===== src/rtl/fetch_pkg.sv =====
// fetch_pkg: shared state encoding and constants for the fetch sequencer.
package fetch_pkg;
  typedef enum logic [2:0] {BOOT, REQ, WAIT, HOLD, DROP} fetch_state_e;
  localparam int INSTR_BYTES = 4;
endpackage


===== src/rtl/fetch_pc_reg.sv =====
// fetch_pc_reg: program counter with redirect load (priority) and sequential increment.
module fetch_pc_reg
  import fetch_pkg::*;
#(
  parameter int                    DATA_WIDTH = 32,
  parameter logic [DATA_WIDTH-1:0] RESET_PC   = '0
) (
  input  logic                  clk,
  input  logic                  rst,
  input  logic                  load_i,
  input  logic                  inc_i,
  input  logic [DATA_WIDTH-1:0] target_i,
  output logic [DATA_WIDTH-1:0] pc_o
);
  logic [DATA_WIDTH-1:0] pc_q;
  always_ff @(posedge clk or posedge rst)
    if (rst) pc_q <= RESET_PC;
    else if (load_i) pc_q <= target_i;
    else if (inc_i) pc_q <= pc_q + DATA_WIDTH'(INSTR_BYTES);
  assign pc_o = pc_q;
endmodule


===== src/rtl/fetch_ctrl.sv =====
// fetch_ctrl: instruction-fetch sequencer driving a req/gnt/rvalid memory port and a valid/ready output.
module fetch_ctrl
  import fetch_pkg::*;
#(
  parameter int                    DATA_WIDTH = 32,
  parameter logic [DATA_WIDTH-1:0] RESET_PC   = '0
) (
  input  logic                  clk,
  input  logic                  rst,
  output logic                  imem_req,
  output logic [DATA_WIDTH-1:0] imem_addr,
  input  logic                  imem_gnt,
  input  logic                  imem_rvalid,
  input  logic [DATA_WIDTH-1:0] imem_rdata,
  input  logic                  redirect,
  input  logic [DATA_WIDTH-1:0] redirect_pc,
  input  logic [DATA_WIDTH-1:0] redirect_imm,
  output logic                  instr_valid,
  input  logic                  instr_ready,
  output logic [DATA_WIDTH-1:0] instr,
  output logic [DATA_WIDTH-1:0] instr_pc,
  output logic [DATA_WIDTH-1:0] pc
);
  fetch_state_e          state_q, state_d;
  logic [DATA_WIDTH-1:0] instr_q, instr_pc_q, target;
  logic                  capture;
  assign target  = redirect_pc + redirect_imm;
  assign capture = (state_q == WAIT) && imem_rvalid && !redirect;
  // Every state honours a redirect by loading the target; only the state transition differs.
  fetch_pc_reg #(.DATA_WIDTH(DATA_WIDTH), .RESET_PC(RESET_PC)) u_pc (
    .clk     (clk),
    .rst     (rst),
    .load_i  (redirect),
    .inc_i   (capture),
    .target_i(target),
    .pc_o    (pc)
  );
  always_ff @(posedge clk or posedge rst)
    if (rst) state_q <= BOOT;
    else state_q <= state_d;
  always_comb begin
    state_d = state_q;
    case (state_q)
      BOOT:    state_d = REQ;
      REQ:     state_d = imem_gnt ? (redirect ? DROP : WAIT) : REQ;
      WAIT:    state_d = imem_rvalid ? (redirect ? REQ : HOLD) : (redirect ? DROP : WAIT);
      HOLD:    state_d = (redirect || instr_ready) ? REQ : HOLD;
      DROP:    state_d = imem_rvalid ? REQ : DROP;
      default: state_d = BOOT;
    endcase
  end
  always_comb begin
    imem_req    = state_q == REQ;
    instr_valid = state_q == HOLD;
    imem_addr   = pc;
  end
  always_ff @(posedge clk or posedge rst)
    if (rst) begin
      instr_q    <= '0;
      instr_pc_q <= '0;
    end else if (capture) begin
      instr_q    <= imem_rdata;
      instr_pc_q <= pc;
    end
  assign instr    = instr_q;
  assign instr_pc = instr_pc_q;
endmodule


===== config.mk =====
export PLATFORM = sky130hd
export DESIGN_NAME = fetch_ctrl
export DESIGN_NICKNAME = d
export VERILOG_FILES = /design/src/rtl/fetch_pkg.sv /design/src/rtl/fetch_pc_reg.sv /design/src/rtl/fetch_ctrl.sv
export SDC_FILE = /design/constraint.sdc
export NUM_CORES = 1
export LEC_CHECK = 0
export CORE_MARGIN = 10
export CORE_UTILIZATION = 46
export CTS_BUF_LIST = sky130_fd_sc_hd__clkbuf_8
export DETAILED_ROUTE_END_ITERATION = 12
export PLACE_DENSITY_LB_ADDON = 0.05
export SYNTH_ARGS = -nofsm -noshare
export SYNTH_HDL_FRONTEND = slang
export SYNTH_SLANG_ARGS = --single-unit

===== constraint.sdc =====
create_clock -name clk -period 4 [get_ports clk]
set_clock_uncertainty 0.1 [all_clocks]
set_input_delay 0.8 -clock clk [delete_from_list [all_inputs] [get_ports clk]]
set_output_delay 0.8 -clock clk [all_outputs]
set_load 0.02 [all_outputs]

Word-level counts from Yosys, hierarchy flattened

Index checks and enable logic that the tools add are counted.

Register bits: 99
Output and inout port bits: 130

Add/subtract/negate cells: 2
Equal/unequal tests: 4
Muxes and demuxes: 9
Reductions and logical operators: 6

Operators with widths:

| kind                                                                  | count |
|---|---|
| 32-bit two-way mux                                                    | 2 |
| 32-bit by 3-bit adder with 32-bit output, second input constant       | 1 |
| 32-bit adder                                                          | 1 |
| 3-bit one-hot mux with 5 select lines                                 | 1 |
| 3-bit two-way mux                                                     | 4 |
| 3-bit by 2-bit equality test with 1-bit output, second input constant | 2 |
| 2-bit two-way mux                                                     | 2 |
| 3-bit by 1-bit equality test with 1-bit output, second input constant | 1 |
| 3-bit equality test, second input constant                            | 1 |
| 3-bit logical NOT                                                     | 1 |
| 1-bit logical AND                                                     | 2 |
| 2-bit nonzero test                                                    | 1 |
| 1-bit logical NOT                                                     | 1 |
| 1-bit logical OR                                                      | 1 |

Longest topological paths before layout

Gate-level depths: netlist of the first run.

Word-level depth: 5
Depth in mapped cells: 10
Mapped depth without buffers: 10

Modules after synthesis

From an unflattened synthesis of the first run, not the netlist that was laid out.

Cell total of the unflattened synthesis: 769
Area total of the unflattened synthesis: 6344.8 um^2

By module, submodules not included:

| module       | times used | cells an instance | area each (um^2) | sequential area each (um^2) |
|---|---|---|---|---|
| fetch_ctrl   | 1          | 566               | 4495.6           | 1676.6 |
| fetch_pc_reg | 1          | 203               | 1849.3           | 800.8 |

Least setup slack after synthesis of the first run

OpenSTA, ideal clock, no wires.

Path type: input -> register
Start: input port redirect_pc[0]
End: register u_pc.pc_q[26] (netlist: u_pc.pc_o[26])
Library setup time: 0.077 ns
Arrival time: 2.640 ns
Data required time: 3.823 ns
Slack: 1.182 ns
Cell stages on the path: 10
Cells stage by stage: ha_1 inv_1 fa_1 nor2b_1 o2111ai_1 a211o_1 o211ai_1 a31oi_1 xor2_1 a21oi_1

Cells in the longest elaborated chain, start to end: 2

RTL lines:

| element              | line               | source |
|---|---|---|
| from (decl)          | fetch_ctrl.sv:16   | `input logic [DATA_WIDTH-1:0] redirect_pc,` |
| 32-bit adder         | fetch_ctrl.sv:27   | `assign target = redirect_pc + redirect_imm;` |
| 32-bit two-way mux   | fetch_pc_reg.sv:18 | `else if (load_i) pc_q <= target_i;` |
| to (signal assigned) | fetch_pc_reg.sv:18 |  |
| to (signal assigned) | fetch_pc_reg.sv:19 | `else if (inc_i) pc_q <= pc_q + DATA_WIDTH'(INSTR_BYTES);` |
| to (decl)            | fetch_pc_reg.sv:15 | `logic [DATA_WIDTH-1:0] pc_q;` |

Every way passes these cells.
A chain may end at the register's enable or synchronous reset.

Worst setup path after layout of the first run

Ends and elaborated chain as after synthesis.

==> reports/results.tsv, run 1 <==
stage	metric	value	unit
placement	dpl.hpwl	15500	um
route	dr.pass1.iters	5	
worst_setup_path	cp_data_required_time	4.10	ns
cts	h-tree-depth	3	
worst_setup_path	r2r-end	u_pc.pc_o[15]	
sta	grt_setup_unrepaired	no	
sta	drv_slew	0	
global_route	grt_max_degree	65	
worst_hold_path	min_path_cells	1	
sta	hold_violations	0	
job	cap_violations	0	
placement	gp_congestion	0.833	
sta	post-route-period-util	82.8	%
floorplanning	io-pin-count	232	
cts	cts_buffer_depth	2	
logic_synthesis	post_synth_num_cell_types	63	
floorplanning	die_area	0.0186	sq mm
placement	port_buffers	231	
sta	setup_viol	0	
worst_setup_path	reg2reg_setup_slack	1.67	ns
global_route	gr-total-overflow	0	
logic_synthesis	syn_area_per_cell	9.96	sq um
floorplanning	fp-row-count	42	
worst_setup_path	end_kind	flip-flop	
sta	worstMarginPinSlew	0.889	ns
cts	cts_tree	built	
status	status	completed	
final_layout	fin_util	65.4	%
logic_synthesis	ys_dominant_reg_cell	dfrtp_1	
cts	numCtsBuffers	9	
logic_synthesis	ys_seq_area_share	39.8	%
logic_synthesis	syn_area	0.00622	sq mm
final_layout	regArea	0.00248	sq mm
sta	fin_crit	3.31	ns
logic_synthesis	synth_enable_flop_cells	0	
floorplanning	die_h	136	um
logic_synthesis	synth_nets	759	
cts	postCtsHoldBufs	0	
final_layout	drive_gt1_share	11.8	%
sta	fin_setup_tns	0	ns
route	drtAntennaViolNets	0	
worst_hold_path	worstHoldPathType	reg -> reg	
final_layout	fill_cells	1117	
global_route	grt_util_all_layers	19.6	%
cts	cts.repair.resized	0	
logic_synthesis	synth_cells	624	
cts	clkSinkCount	99	
worst_setup_path	setup.worst_path.start_class	primary input	
global_route	grt_pass1_vias	5476	
route	finalWirelength	19000	um
route	drt-initial-drc-count	394	
global_route	grt_pass1_wl	29400	um
cts	clock-root-buffer	clkbuf_8	
final_layout	multi_input_area	0.00337	sq mm
worst_setup_path	arrival	3.42	ns
pwr	power.leakage	3.62	nW
worst_setup_path	path_max_fanout	6	
worst_setup_path	r2r.worst_path.cells	6	
pwr	ir_worst_vdd	0.000233	V
pwr	cellPowerDensity	553	mW/mm^2
final_layout	finalNetCount	951	
logic_synthesis	synth-async-reset-ratio	100	%
global_route	antenna_found_initial	0	
route	via_per_inst	5.46	
route	wl_per_cell	19.0	um
floorplanning	start_util	46.9	%
worst_hold_path	hp-start	instr_pc[10]	
worst_hold_path	hold_end	instr_pc[10]	
worst_setup_path	critical_path_class	in -> reg	
final_layout	areaGrowthSynthToFinish	39.4	%
logic_synthesis	yosys_warnings	0	
logic_synthesis	ys_ff_latch	99	
route	num_vias	5438	
cts	clkTransAtPathRegs	0.08	ns
cts	clk_latency	0.36	ns
worst_setup_path	timing.rr.start	state_q[2]	
sta	max_freq	0.302	GHz
cts	postCtsSetupRepairBufs	0	
floorplanning	fp.dieW	136	um
floorplanning	core	0.0132	sq mm
sta	slew-limit-headroom	40.7	%
final_layout	diodes	0	
route	drc_errors	0	
[flip-flops by register name, summed over array words and instances, names as in the netlist]
| signal | flops |
|---|---|
| instr | 32 |
| state_q | 3 |
| u_pc.pc_o | 32 |
| instr_pc | 32 |
[worst max-delay path, cell delays in order]
cell and delay, ns:
clkdlybuf4s50_1 0.46, ha_1 0.20, inv_1 0.07, fa_1 0.40, nor2b_1 0.20, o2111ai_1 0.20, a211o_1 0.34, o211ai_1 0.28
a31oi_1 0.19, xor2_1 0.18, a21oi_1 0.09
[report_power, final]
group	switching, W	internal, W
logic	0.00119	0.00124
registers	0.000320	0.00137
clock network	0.000317	0.000360
[metal layers]
metal  vias to the layer above  GRT usage (%)  wire length, um
met5                         -              0                0
li1                       2606              -                -
met4                         0           5.62              198
met2                       221           32.4             8730
met1                      2597           25.7             8670
met3                        14           3.65             1360
[cells in the mapped netlist (5+ instances only)]
master	instances	share of area [%]
nor3_1	12	0.97
o211ai_1	6	0.72
nor2_1	40	2.4
ha_1	32	6.4
xnor2_1	30	4.2
o21ai_0	31	2.5
xor2_1	24	3.4
nand4_1	21	2.1
a21oi_1	51	4.1
dfrtp_1	99	40
mux2_2	66	12
a31oi_1	5	0.50
nand3_1	10	0.81
buf_4	33	4.0
buf_2	7	0.56
clkbuf_1	9	0.54
nand2_1	52	3.1
inv_1	12	0.72
mux2i_1	8	1.3
and3_1	7	0.70
a21o_1	7	0.85
[cell usage in the layout, fill, tap and decap left out, drive strengths merged, types with 7 or more instances in the layout]
cell type	n
clkdlybuf4s50	230
dfrtp	99
mux2	66
nand2	52
a21oi	51
nor2	40
ha	32
o21ai	32
xnor2	30
xor2	24
nand4	22
inv	16
nor3	12
nand3	10
clkbuf	10
mux2i	8
and3	8
a21o	7
[worst max path at each step]
| stage | from | endpoint | slack [ns] |
|---|---|---|---|
| after floorplan | rst | instr[0] | 0.51 |
| after global placement | redirect_pc[0] | u_pc.pc_o[26] | 0.46 |
| after detailed placement | redirect_pc[0] | u_pc.pc_o[26] | 0.32 |
| after CTS | redirect_pc[0] | u_pc.pc_o[26] | 0.71 |
| after global routing | redirect_pc[0] | u_pc.pc_o[30] | 0.53 |
| final | redirect_pc[0] | u_pc.pc_o[26] | 0.69 |
[layout make-up]
type                    count  area share [%]
multi-input cells         459            38.8
clock inverters             5           0.823
clock buffers              10            1.59
repair buffers            234            27.0
inverters                  13           0.592
well taps                 176            2.54
flip-flops and latches     99            28.6
[per-stage QoR]
step | hold slack (ns) | setup WS (ns) | area [sq um] | std cells | total power [W]
2_1_floorplan | 0.482 | 0.510 | 6220 | 624 | 0.00297
3_3_place_gp | 0.388 | 0.459 | 8460 | 981 | 0.00412
3_5_place_dp | 0.394 | 0.324 | 8460 | 981 | 0.00417
4_1_cts | 0.414 | 0.710 | 8670 | 996 | 0.00485
5_1_grt | 0.432 | 0.527 | 8670 | 996 | 0.00506
6_report | 0.408 | 0.687 | 8670 | 996 | 0.00480
[kinds of logic (layout without fill, tap and decap cells)]
group / after synthesis / after routing / share of synthesized area (%)
AO/OA/AOI/OAI: 126 / 126 / 12.3
XOR/XNOR: 54 / 54 / 7.61
adder cells (fa/ha/maj): 33 / 33 / 6.76
buffers and inverters: 66 / 262 / 6.12
flip-flops: 99 / 99 / 39.8
multiplexers: 74 / 74 / 13.2
AND/OR/NAND/NOR: 172 / 172 / 14.1
Note: power is estimated with default switching activity, not from simulation.
==> inputs of run 2 (changes only) <==
clock period = 3.48 ns   (was 4 ns; I/O delays follow)
==> reports/results.tsv, run 2 (synthesis gave the netlist of run 1 again) <==
stage	metric	value	unit
final_layout	drive_gt1_share	13.4	%
worst_setup_path	arrival	3.34	ns
final_layout	fin_util	66.1	%
cts	cts_buffer_depth	2	
final_layout	mostFrequentLayoutCell	clkdlybuf4s50_1	
cts	cts_tree	built	
final_layout	areaGrowthSynthToFinish	40.8	%
floorplanning	start_util	46.9	%
cts	cts.repair.resized	0	
sta	slew-limit-headroom	58.1	%
placement	port_buffers	231	
worst_setup_path	r2r-end	u_pc.pc_o[15]	
sta	fin_ws	0.328	ns
worst_setup_path	slowest_delay	0.48	ns
placement	gp_congestion	0.905	
route	finalWirelength	19100	um
final_layout	fin_area	0.00875	sq mm
placement	dp.cells	993	
global_route	gr-total-overflow	0	
pwr	ir_worst_vdd	0.000260	V
sta	setup_viol	0	
sta	grt_setup_unrepaired	no	
route	drtAntennaViolNets	0	
cts	clkSinkCount	99	
route	via_per_inst	5.43	
global_route	grt_pass1_vias	5327	
worst_setup_path	reg2reg_setup_slack	1.14	ns
worst_setup_path	critical_path_buf_inv_count	2	
route	drt-initial-drc-count	310	
global_route	antenna_found_initial	0	
cts	h-tree-depth	3	
placement	dp_slack	-0.0588	ns
cts	numCtsBuffers	9	
floorplanning	core	0.0132	sq mm
sta	max_freq	0.317	GHz
cts	postCtsSetupRepairBufs	0	
worst_setup_path	path_max_fanout	6	
route	num_vias	5480	
worst_setup_path	timing.critical_path.cells	clkdlybuf4s50_1, ha_1, inv_1, fa_1, nor2b_1, o2111ai_1, a211o_1, o211ai_1, a31oi_1, xor2_1, mux2i_1	
final_layout	finalNetCount	963	
worst_hold_path	worstHoldPathType	reg -> reg	
worst_setup_path	cp_data_required_time	3.67	ns
floorplanning	fp.dieW	136	um
final_layout	diodes	0	
floorplanning	io-pin-count	232	
sta	post-route-period-util	90.6	%
global_route	grt_util_all_layers	19.5	%
floorplanning	fp-row-count	42	
sta	worstMarginPinSlew	0.629	ns
worst_setup_path	r2r.worst_path.cells	6	
route	dr.pass1.iters	5	
status	status	completed	
job	cap_violations	0	
final_layout	fin_cells	1009	
global_route	grt_pass1_wl	29100	um
placement	dpl.hpwl	15600	um
pwr	cellPowerDensity	623	mW/mm^2
sta	fin_crit	3.15	ns
route	wl_per_cell	18.9	um
cts	clkTransAtPathRegs	0.09	ns
worst_setup_path	path_depth	11	
worst_setup_path	critical_path_class	in -> reg	
pwr	power.leakage	3.67	nW
global_route	grt_max_degree	65	
worst_setup_path	end_kind	flip-flop	
worst_setup_path	setup.worst_path.start_class	primary input	
floorplanning	die_area	0.0186	sq mm
cts	clk_latency	0.37	ns
floorplanning	die_h	136	um
final_layout	final_cell_mix	clkdlybuf4s50_1, dfrtp_1, mux2_2, nand2_1, a21oi_1	
worst_setup_path	worstSetupStartpoint	redirect_pc[0]	
cts	clock-root-buffer	clkbuf_8	
worst_setup_path	timing.rr.start	state_q[2]	
cts	postCtsHoldBufs	0	
worst_setup_path	crit_path_end	u_pc.pc_o[30]	
placement	placed_area	0.00856	sq mm
pwr	power	0.00545	W
worst_setup_path	cp_slowest_cell	clkdlybuf4s50_1	
sta	drv_slew	0	
route	drc_errors	0	
sta	hold_violations	0	
final_layout	fill_cells	1112	
worst_setup_path	crit_family	compound AO/OA/AOI/OAI gates	
## run 2: changes by cell type in the layout (fill, tap and decap cells not counted), sizes merged
cell	change
bufinv	-2
clkinv	+2
clkinvlp	+1
buf	+12
clkbuf	+2
inv	-2
## run 2: worst reg2reg max path: cells and delay by family, from the launching register on
kind | cells | cell delay, ns
xor gates and xnor gates | 1 | 0.15
DFF | 1 | 0.49
muxes | 1 | 0.26
and+or+nand+nor | 4 | 1.23
## run 2: metrics by stage
step	TNS [ns]	hold WS, ns
floorplan	0	0.482
finish	0	0.409
global placement	0	0.389
detailed placement	-0.0588	0.395
CTS	0	0.415
global route	0	0.424
## run 2: layer usage
| layer | vias up | GRT usage, % | wire (um) |
|---|---|---|---|
| met4 | 0 | 5.92 | 252 |
| met2 | 230 | 31.8 | 8830 |
| li1 | 2625 | - | - |
| met3 | 18 | 4.72 | 1560 |
| met5 | - | 0 | 0 |
| met1 | 2607 | 25.1 | 8410 |
## run 2: cell type report
class,count,area (sq um),share of cell area [%]
Timing Repair Buffer,246,2440,27.9
Clock inverter,4,25.0,0.286
Sequential cell,99,2480,28.3
Multi-Input combinational cell,459,3370,38.5
Tap cell,176,220,2.52
Inverter,13,51.3,0.586
Clock buffer,12,165,1.89
## run 2: where the power goes
part | switching, W | total, W | internal [W] | leakage [nW]
clock | 0.000388 | 0.000704 | 0.000316 | 0.0998
sequential | 0.000357 | 0.00193 | 0.00157 | 1.24
combinational | 0.00138 | 0.00282 | 0.00144 | 2.33
## run 2: worst min path at each step
stage                from    endpoint  slack, ns  cells after the start
4_1_cts          instr[9]    instr[9]       0.41                      1
6_report         instr[6]    instr[6]       0.41                      1
3_5_place_dp     instr[3]    instr[3]       0.39                      1
2_1_floorplan  state_q[1]  state_q[2]       0.48                      2
5_1_grt          instr[0]    instr[0]       0.42                      1
3_3_place_gp    instr[18]   instr[18]       0.39                      1
